`src/rtl/cdb_broadcaster_if.sv`:
```
// Bundle between the functional units and the CDB transmit end: per-FU result
// handshakes plus the registered broadcast that the ROB, RS and map table observe.
`ifndef ROB_TAG_LEN
`define ROB_TAG_LEN 6
`endif
`ifndef XLEN
`define XLEN 32
`endif

interface cdb_broadcaster_if #(
    parameter int unsigned NUM_FU  = 4,
    parameter int unsigned TAG_LEN = `ROB_TAG_LEN,
    parameter int unsigned XLEN    = `XLEN
);
    typedef struct packed {
        logic               valid;
        logic [TAG_LEN-1:0] rob_tag;
        logic [XLEN-1:0]    value;
    } cdb_data_t;

    logic [NUM_FU-1:0]               fu_valid;
    logic [NUM_FU-1:0][TAG_LEN-1:0]  fu_rob_tag;
    logic [NUM_FU-1:0][XLEN-1:0]     fu_value;
    logic [NUM_FU-1:0]               fu_ready;
    cdb_data_t                       cdb_data;

    modport master (
        output fu_valid, fu_rob_tag, fu_value,
        input  fu_ready, cdb_data
    );

    modport slave (
        input  fu_valid, fu_rob_tag, fu_value,
        output fu_ready, cdb_data
    );
endinterface

```
`src/rtl/cdb_broadcaster.sv`:
```
// CDB transmit end: small per-FU result FIFOs, round-robin pick of one head per
// cycle, and a registered broadcast that is all-zero whenever nothing is sent.
`ifndef ROB_TAG_LEN
`define ROB_TAG_LEN 6
`endif
`ifndef XLEN
`define XLEN 32
`endif

module cdb_broadcaster #(
    parameter int unsigned NUM_FU     = 4,
    parameter int unsigned FIFO_DEPTH = 2
) (
    input logic               clock,
    input logic               reset,
    input logic               flush,
    cdb_broadcaster_if.slave  bus
);
    localparam int unsigned PtrW  = $clog2(FIFO_DEPTH);
    localparam int unsigned CntW  = PtrW + 1;
    localparam int unsigned IdxW  = (NUM_FU > 1) ? $clog2(NUM_FU) : 1;
    localparam int unsigned TagW  = `ROB_TAG_LEN;
    localparam int unsigned XlenW = `XLEN;

    logic [TagW-1:0]  tag_mem   [NUM_FU][FIFO_DEPTH];
    logic [XlenW-1:0] value_mem [NUM_FU][FIFO_DEPTH];
    logic [PtrW-1:0]  head_q    [NUM_FU];
    logic [PtrW-1:0]  tail_q    [NUM_FU];
    logic [CntW-1:0]  count_q   [NUM_FU];
    logic [IdxW-1:0]  rr_q;

    logic             cdb_valid_q;
    logic [TagW-1:0]  cdb_tag_q;
    logic [XlenW-1:0] cdb_value_q;

    logic [NUM_FU-1:0] ready;
    logic [NUM_FU-1:0] push;
    logic [NUM_FU-1:0] pop;
    logic              win_valid;
    logic [IdxW-1:0]   win_idx;
    logic [IdxW-1:0]   rr_next;
    logic              clear;

    // Flush and reset have the same effect on every piece of state.
    assign clear = !reset || flush;

    always_comb begin
        ready = '0;
        push  = '0;
        for (int unsigned i = 0; i < NUM_FU; i++) begin
            ready[i] = (count_q[i] != CntW'(FIFO_DEPTH));
            push[i]  = bus.fu_valid[i] && ready[i];
        end
    end

    assign bus.fu_ready = ready;

    // First non-empty FIFO at or after rr_q, wrapping around.
    always_comb begin
        logic [IdxW-1:0] cidx;
        win_valid = 1'b0;
        win_idx   = '0;
        cidx      = '0;
        pop       = '0;
        for (int unsigned k = 0; k < NUM_FU; k++) begin
            cidx = IdxW'((32'(rr_q) + k) % NUM_FU);
            if (!win_valid && (count_q[cidx] != '0)) begin
                win_valid = 1'b1;
                win_idx   = cidx;
            end
        end
        if (win_valid) begin
            pop[win_idx] = 1'b1;
        end
        rr_next = IdxW'((32'(win_idx) + 1) % NUM_FU);
    end

    always_ff @(posedge clock) begin
        if (clear) begin
            for (int unsigned i = 0; i < NUM_FU; i++) begin
                head_q[i]  <= '0;
                tail_q[i]  <= '0;
                count_q[i] <= '0;
            end
            rr_q        <= '0;
            cdb_valid_q <= 1'b0;
            cdb_tag_q   <= '0;
            cdb_value_q <= '0;
        end else begin
            for (int unsigned i = 0; i < NUM_FU; i++) begin
                if (push[i]) begin
                    tail_q[i] <= tail_q[i] + PtrW'(1);
                end
                if (pop[i]) begin
                    head_q[i] <= head_q[i] + PtrW'(1);
                end
                count_q[i] <= count_q[i] + CntW'(push[i]) - CntW'(pop[i]);
            end
            if (win_valid) begin
                rr_q        <= rr_next;
                cdb_valid_q <= 1'b1;
                cdb_tag_q   <= tag_mem[win_idx][head_q[win_idx]];
                cdb_value_q <= value_mem[win_idx][head_q[win_idx]];
            end else begin
                cdb_valid_q <= 1'b0;
                cdb_tag_q   <= '0;
                cdb_value_q <= '0;
            end
        end
    end

    // Payload storage needs no reset; occupancy is tracked by the counters.
    always_ff @(posedge clock) begin
        if (!clear) begin
            for (int unsigned i = 0; i < NUM_FU; i++) begin
                if (push[i]) begin
                    tag_mem[i][tail_q[i]]   <= bus.fu_rob_tag[i];
                    value_mem[i][tail_q[i]] <= bus.fu_value[i];
                end
            end
        end
    end

    assign bus.cdb_data = {cdb_valid_q, cdb_tag_q, cdb_value_q};
endmodule

```
`src/flat_wrapper.sv`:
```
// flat-port wrapper written by rule: the top's interface ports become plain ports
module cdb_broadcaster_flat 
#(
    parameter int unsigned NUM_FU     = 4,
    parameter int unsigned FIFO_DEPTH = 2
)
  (clock, reset, flush, bus_fu_valid, bus_fu_rob_tag, bus_fu_value, bus_fu_ready, bus_cdb_data);
  cdb_broadcaster_if #(.NUM_FU(NUM_FU), .TAG_LEN((`ROB_TAG_LEN)), .XLEN((`XLEN))) bus_i ();
  input logic clock;
  input logic reset;
  input logic flush;
  input wire logic [$bits(bus_i.fu_valid)-1:0] bus_fu_valid;
  input wire logic [$bits(bus_i.fu_rob_tag)-1:0] bus_fu_rob_tag;
  input wire logic [$bits(bus_i.fu_value)-1:0] bus_fu_value;
  output wire logic [$bits(bus_i.fu_ready)-1:0] bus_fu_ready;
  output wire logic [$bits(bus_i.cdb_data)-1:0] bus_cdb_data;
  assign bus_i.fu_valid = bus_fu_valid;
  assign bus_i.fu_rob_tag = bus_fu_rob_tag;
  assign bus_i.fu_value = bus_fu_value;
  assign bus_fu_ready = bus_i.fu_ready;
  assign bus_cdb_data = bus_i.cdb_data;
  cdb_broadcaster #(.NUM_FU(NUM_FU), .FIFO_DEPTH(FIFO_DEPTH)) u_core (.clock(clock), .reset(reset), .flush(flush), .bus(bus_i));
endmodule
```
`config.mk`:
```
export PLATFORM = sky130hd
export DESIGN_NAME = cdb_broadcaster_flat
export DESIGN_NICKNAME = d
export VERILOG_FILES = /design/src/rtl/cdb_broadcaster_if.sv /design/src/rtl/cdb_broadcaster.sv /design/src/flat_wrapper.sv
export SDC_FILE = /design/constraint.sdc
export NUM_CORES = 1
export LEC_CHECK = 0
export BUFFER_PORTS_ARGS = -buffer_cell sky130_fd_sc_hd__clkbuf_2
export CAP_MARGIN = 20
export CELL_PAD_IN_SITES_DETAIL_PLACEMENT = 1
export CELL_PAD_IN_SITES_GLOBAL_PLACEMENT = 2
export CORE_MARGIN = 3
export CORE_UTILIZATION = 42
export DETAILED_ROUTE_END_ITERATION = 8
export PLACE_DENSITY = 0.83
export SLEW_MARGIN = 10
export SYNTH_ARGS = -nofsm -noshare
export SYNTH_HDL_FRONTEND = slang
export SYNTH_SLANG_ARGS = --single-unit
```
`constraint.sdc`:
```
create_clock -name clock -period 6.45 [get_ports clock]
set_input_delay 1.29 -clock clock [delete_from_list [all_inputs] [get_ports clock]]
set_output_delay 1.29 -clock clock [all_outputs]
set_load 0.01 [all_outputs]
```
* Yosys cells after proc, flatten, opt, wreduce, memory -nomap -nowiden
Memories as Yosys holds them, arrays and structs flattened. A register that Yosys moved wholly into a read port is not among the register bits.
Index checks and enable logic that the tools add are counted.
** Storage, ports and cells
- RAM bits :: 320
- Logic and storage cells :: 167
- Flip-flop bits (word level) :: 41
- Output and inout bits :: 43
- Memories :: 5
- Input bits :: 159
** Operators by class
- Multiplexer cells :: 83
- Order comparisons :: 11
- Reduce and logical (&&, ||, !) cells :: 22
- Equality and inequality tests :: 4
- Bitwise logic cells :: 18
- Add/sub/neg operators :: 20
** Memories
- u_core.value_mem :: words 4, bits a word 64, rd ports 1, clocked after memory_dff 0, wr ports 4, line cdb_broadcaster.sv:26 : logic [XlenW-1:0] value_mem [NUM_FU][FIFO_DEPTH];
- u_core.tag_mem :: words 4, bits a word 12, rd ports 1, clocked after memory_dff 0, wr ports 4, line cdb_broadcaster.sv:25 : logic [TagW-1:0] tag_mem [NUM_FU][FIFO_DEPTH];
- u_core.count_q :: words 4, bits a word 2, rd ports 8, clocked after memory_dff 1, wr ports 4, line cdb_broadcaster.sv:29 : logic [CntW-1:0] count_q [NUM_FU];
- u_core.head_q :: words 4, bits a word 1, rd ports 5, clocked after memory_dff 0, wr ports 4, line cdb_broadcaster.sv:27 : logic [PtrW-1:0] head_q [NUM_FU];
- u_core.tail_q :: words 4, bits a word 1, rd ports 4, clocked after memory_dff 0, wr ports 4, line cdb_broadcaster.sv:28 : logic [PtrW-1:0] tail_q [NUM_FU];
** Operators with widths (number)
- $mux W64 :: 4
- $mux W32 :: 7
- $demux W32 S1 :: 4
- $mux W12 :: 4
- $mux W6 :: 7
- $mux W1 :: 41
- $demux W6 S1 :: 4
- $mux W2 :: 10
- $logic_and A1 B1 Y1 :: 12
- $or A1 B1 Y1 :: 12
- $ge A2 B2 Y1 const B :: 5
- $not A1 Y2 :: 5
- $add A1 B1 Y1 const B :: 8
- $add A2 B1 Y2 :: 4
- $lt A2 B1 Y1 const B :: 4
- $ne A2 B2 Y1 const B :: 4
- $reduce_bool A2 Y1 :: 4
- $sub A2 B1 Y2 :: 4
- $add A2 B1 Y2 const B :: 2
- $add A2 B2 Y2 const B :: 2
- $logic_not A1 Y1 :: 4
- $mux W4 :: 1
- $lt A2 B3 Y1 const B :: 1
- $demux W1 S2 :: 1
- other kinds (4) :: 4

* Longest topological paths before layout
- Word-level depth :: 20
- Gate-level depth with buffers :: 17
- Depth with buffers taken out :: 15

* Worst setup path before layout
No wires, ideal clock.
- Kind :: in2reg
- From :: in flush
- To :: mem u_core.tail_q[3] (netlist name) (data pin)
- Library setup time :: 0.721 ns
- Setup slack :: 1.315 ns
- Arrival :: 4.414 ns
- Data required time :: 5.729 ns
- Path buffers :: 1
- Stages on the path :: 3
- Cells stage by stage :: nand2b_1 > clkbuf_1 > nor3_1
** RTL lines
- start: declaration :: line flat_wrapper.sv:11 : input logic flush;
- end: declaration :: line cdb_broadcaster.sv:28

==> results.sh <==
export IMPL_grt_pass1_wl_mm=50.7
export IMPL_antenna_found_initial=1
export IMPL_dieArea_sq_um=36100
export IMPL_cts_buffer_depth=3
export IMPL_hp_class="flop to flop"
export IMPL_final_cell_mix="edfxtp_1, clkbuf_2, mux2i_1"
export IMPL_min_period_ns=3.78
export IMPL_vias=7669
export IMPL_cts_tree="yes"
export IMPL_setup_violations=0
export IMPL_synth_compound_area_share_pct=3.64
export IMPL_post_cts_setup_buffer_count=0
export IMPL_powerDensity_nw_per_um2=542
export IMPL_grt_max_degree=64
export IMPL_hold_violations=0
export IMPL_rsz0062_at_grt="false"
export IMPL_fill_cells=3135
export IMPL_slew_headroom_pct=26.1
export IMPL_routabilityCongestion=0.775
export IMPL_worst_pin_slew_ns=1.11
export IMPL_cts_buffers=39
export IMPL_place_hpwl_mm=21.4
export IMPL_fin_skew_ns=0.0118
export IMPL_wl_per_cell_um=22.6
export IMPL_ys_warn_count=0
export IMPL_wl_mm=33.7
export IMPL_core_rowCount=66
export IMPL_start_kind="flop"
export IMPL_synth_main_ff_cell="edfxtp_1"
export IMPL_grtUsageTotal_pct=18.6
export IMPL_critPathKind="flop to flop"
export IMPL_clk_pin_slew_worst_paths_ns=0.06
export IMPL_synthTopCellsByArea="edfxtp_1, mux2i_1, dfxtp_1, mux2_2, o22ai_2"
export IMPL_postSynthAreaPerCell_sq_um=17.8
export IMPL_rr_worst_depth=12
export IMPL_slew_viol_final=0
export IMPL_synth_xor_area_share_pct=0.492
export IMPL_drt_pass1_iterations=5
export IMPL_cts_root_buf="clkbuf_16"
export IMPL_synthesis_nets=969
export IMPL_cts_max_level=2
export IMPL_final_common_cell="edfxtp_1"
export IMPL_drt_iter0_markers=387
export IMPL_place_ws_ns=2.64
export IMPL_synth_top_family_by_area="multiplexers"
export IMPL_synth_edff_count=312
export IMPL_whs_ns=0.569
export IMPL_ys_types=47
export IMPL_cp_arrival_ns=4.21
export IMPL_synthSimpleGateAreaFrac_pct=2.66
export IMPL_grt_ovfl_total=0
export IMPL_drive_gt1_share_pct=36.5
export IMPL_hold_depth=1
export IMPL_endpoint_kind="flop"
export IMPL_synth_top_cell_area_share_pct=65.8
export IMPL_vias_per_cell=5.15
export IMPL_antenna_cells=0
export IMPL_drc=0
export IMPL_setup_tns_ns=0
export IMPL_yosysSeqAreaShare_pct=73.0
export IMPL_leakagePower_nw=6.36
export IMPL_cts_sinks=363
export IMPL_first_global_vias=8649
export IMPL_fin_nets=1188
export IMPL_async_reset_ff_share_pct=0
export IMPL_insertion_delay_ns=0.52
export IMPL_synth_area_sq_um=14200
export IMPL_syn_inst=799
export IMPL_synth_mux_area_share_pct=17.0
export IMPL_worst_ep_required_time_ns=6.88
export IMPL_ir_worst_vdd_mv=0.452
export IMPL_outcome="finished clean"
export IMPL_core_area_sq_um=32900
export IMPL_synth_fa_ha_area_share_pct=0.967
export IMPL_regArea_sq_um=10400
export IMPL_dieWidth_um=190
export IMPL_area_delta_synth_final_pct=18.6
export IMPL_ant_nets=0
export IMPL_cp_max_fo=63
export IMPL_ys_ff_latch=363
export IMPL_synth_area_leader_cell="edfxtp_1"
export IMPL_multi_input_area_sq_um=3570
export IMPL_hold_buffers=0
export IMPL_max_freq_mhz=264
export IMPL_cts_resized=0
export IMPL_timing_final_ws_setup_ns=2.67
export IMPL_portBuffers=201
export IMPL_start_util_pct=43.2
export IMPL_fin_crit_sh_pct=58.6
export IMPL_ios=202
export IMPL_drv_max_cap_violation_count=0
export IMPL_die_height_um=190
[state kept, by name, summed over array words and instances, names as in the netlist, named ones only]
signal,count
u_core.rr_q,2
u_core.head_q,4
u_core.count_q,8
u_core.tag_mem,48
u_core.cdb_value_q,32
u_core.tail_q,4
u_core.value_mem,256
u_core.cdb_valid_q,1
u_core.cdb_tag_q,6
[metal layers]
| metal | routed length, um | global-route usage, % | share of wire, % | vias to the layer above |
|---|---|---|---|---|
| met5 | 13 | 0 | 0.039 | - |
| met4 | 845 | 5.60 | 2.5 | 2 |
| met3 | 1820 | 3.06 | 5.4 | 59 |
| met2 | 16700 | 32.4 | 50 | 237 |
| met1 | 14300 | 23.9 | 42 | 3837 |
| li1 | - | - | - | 3534 |
[layout make-up]
type / instances / share of cell area [%]
Clock inverter: 11 / 0.645
Multi-Input combinational cell: 383 / 21.1
Inverter: 15 / 0.333
Timing Repair Buffer: 216 / 6.62
Tap cell: 442 / 3.28
Clock buffer: 58 / 6.44
Sequential cell: 363 / 61.5
[cells in the mapped netlist, types with 4 or more instances]
cell type	n
a21oi_1	4
and2_1	6
and3_1	5
buf_1	5
buf_2	8
buf_4	10
buf_6	9
clkbuf_1	6
dfxtp_1	51
edfxtp_1	312
ha_1	11
inv_1	15
mux2_2	76
mux2i_1	152
nand2_1	23
nor2_1	8
nor3_1	15
o22ai_1	19
o22ai_2	19
xnor2_1	4
xor2_1	4
[cells by family (layout without fill, tap and decap cells)]
kind of cell | Yosys count | in the layout
AOI/OAI and AO/OA | 59 | 59
xor gates and xnor gates | 8 | 8
adders and majority gates | 11 | 11
buffers and inverters | 53 | 300
DFF | 363 | 363
muxes | 230 | 230
and+or+nand+nor | 75 | 75
[critical path, cell delays in order, from the launching register on]
cell and delay [ns]:
dfxtp_1 0.45, nor2_2 0.12, mux4_2 0.59, o2111a_1 0.23
nor2_4 0.12, buf_4 0.77, ha_1 0.30, nand2_1 0.13
xnor2_1 0.19, ha_1 0.20, xor2_1 0.15, or3_1 0.31
a21oi_1 0.14
[through the flow]
step	power (mW)	cells	utilization [%]	cell area [sq um]
after detailed placement	7.14	1419	47.6	15700
final	9.15	1488	51.2	16900
after CTS	9.28	1488	51.2	16900
after floorplan	6.45	799	-	14200
after global placement	7.04	1419	47.6	15700
after global routing	9.72	1488	51.2	16900
[report_power, final]
group	total (mW)	switching, mW	internal [mW]	leakage (nW)
Sequential	2.79	0.0716	2.72	3.27
Combinational	4.26	2.19	2.08	2.51
Clock	2.10	0.855	1.24	0.576
Total	9.15	3.11	6.04	6.36
[final timing paths]
path / start / to / slack (ns)
worst max-delay path: u_core.count_q[3][0] / u_core.count_q[3][1] / 2.67
worst max register to register: u_core.count_q[3][0] / u_core.count_q[3][1] / 2.67
worst min-delay path: u_core.head_q[1] / u_core.head_q[1] / 0.57
worst min register to register: u_core.head_q[1] / u_core.head_q[1] / 0.57
(Power assumes the default switching activity.)
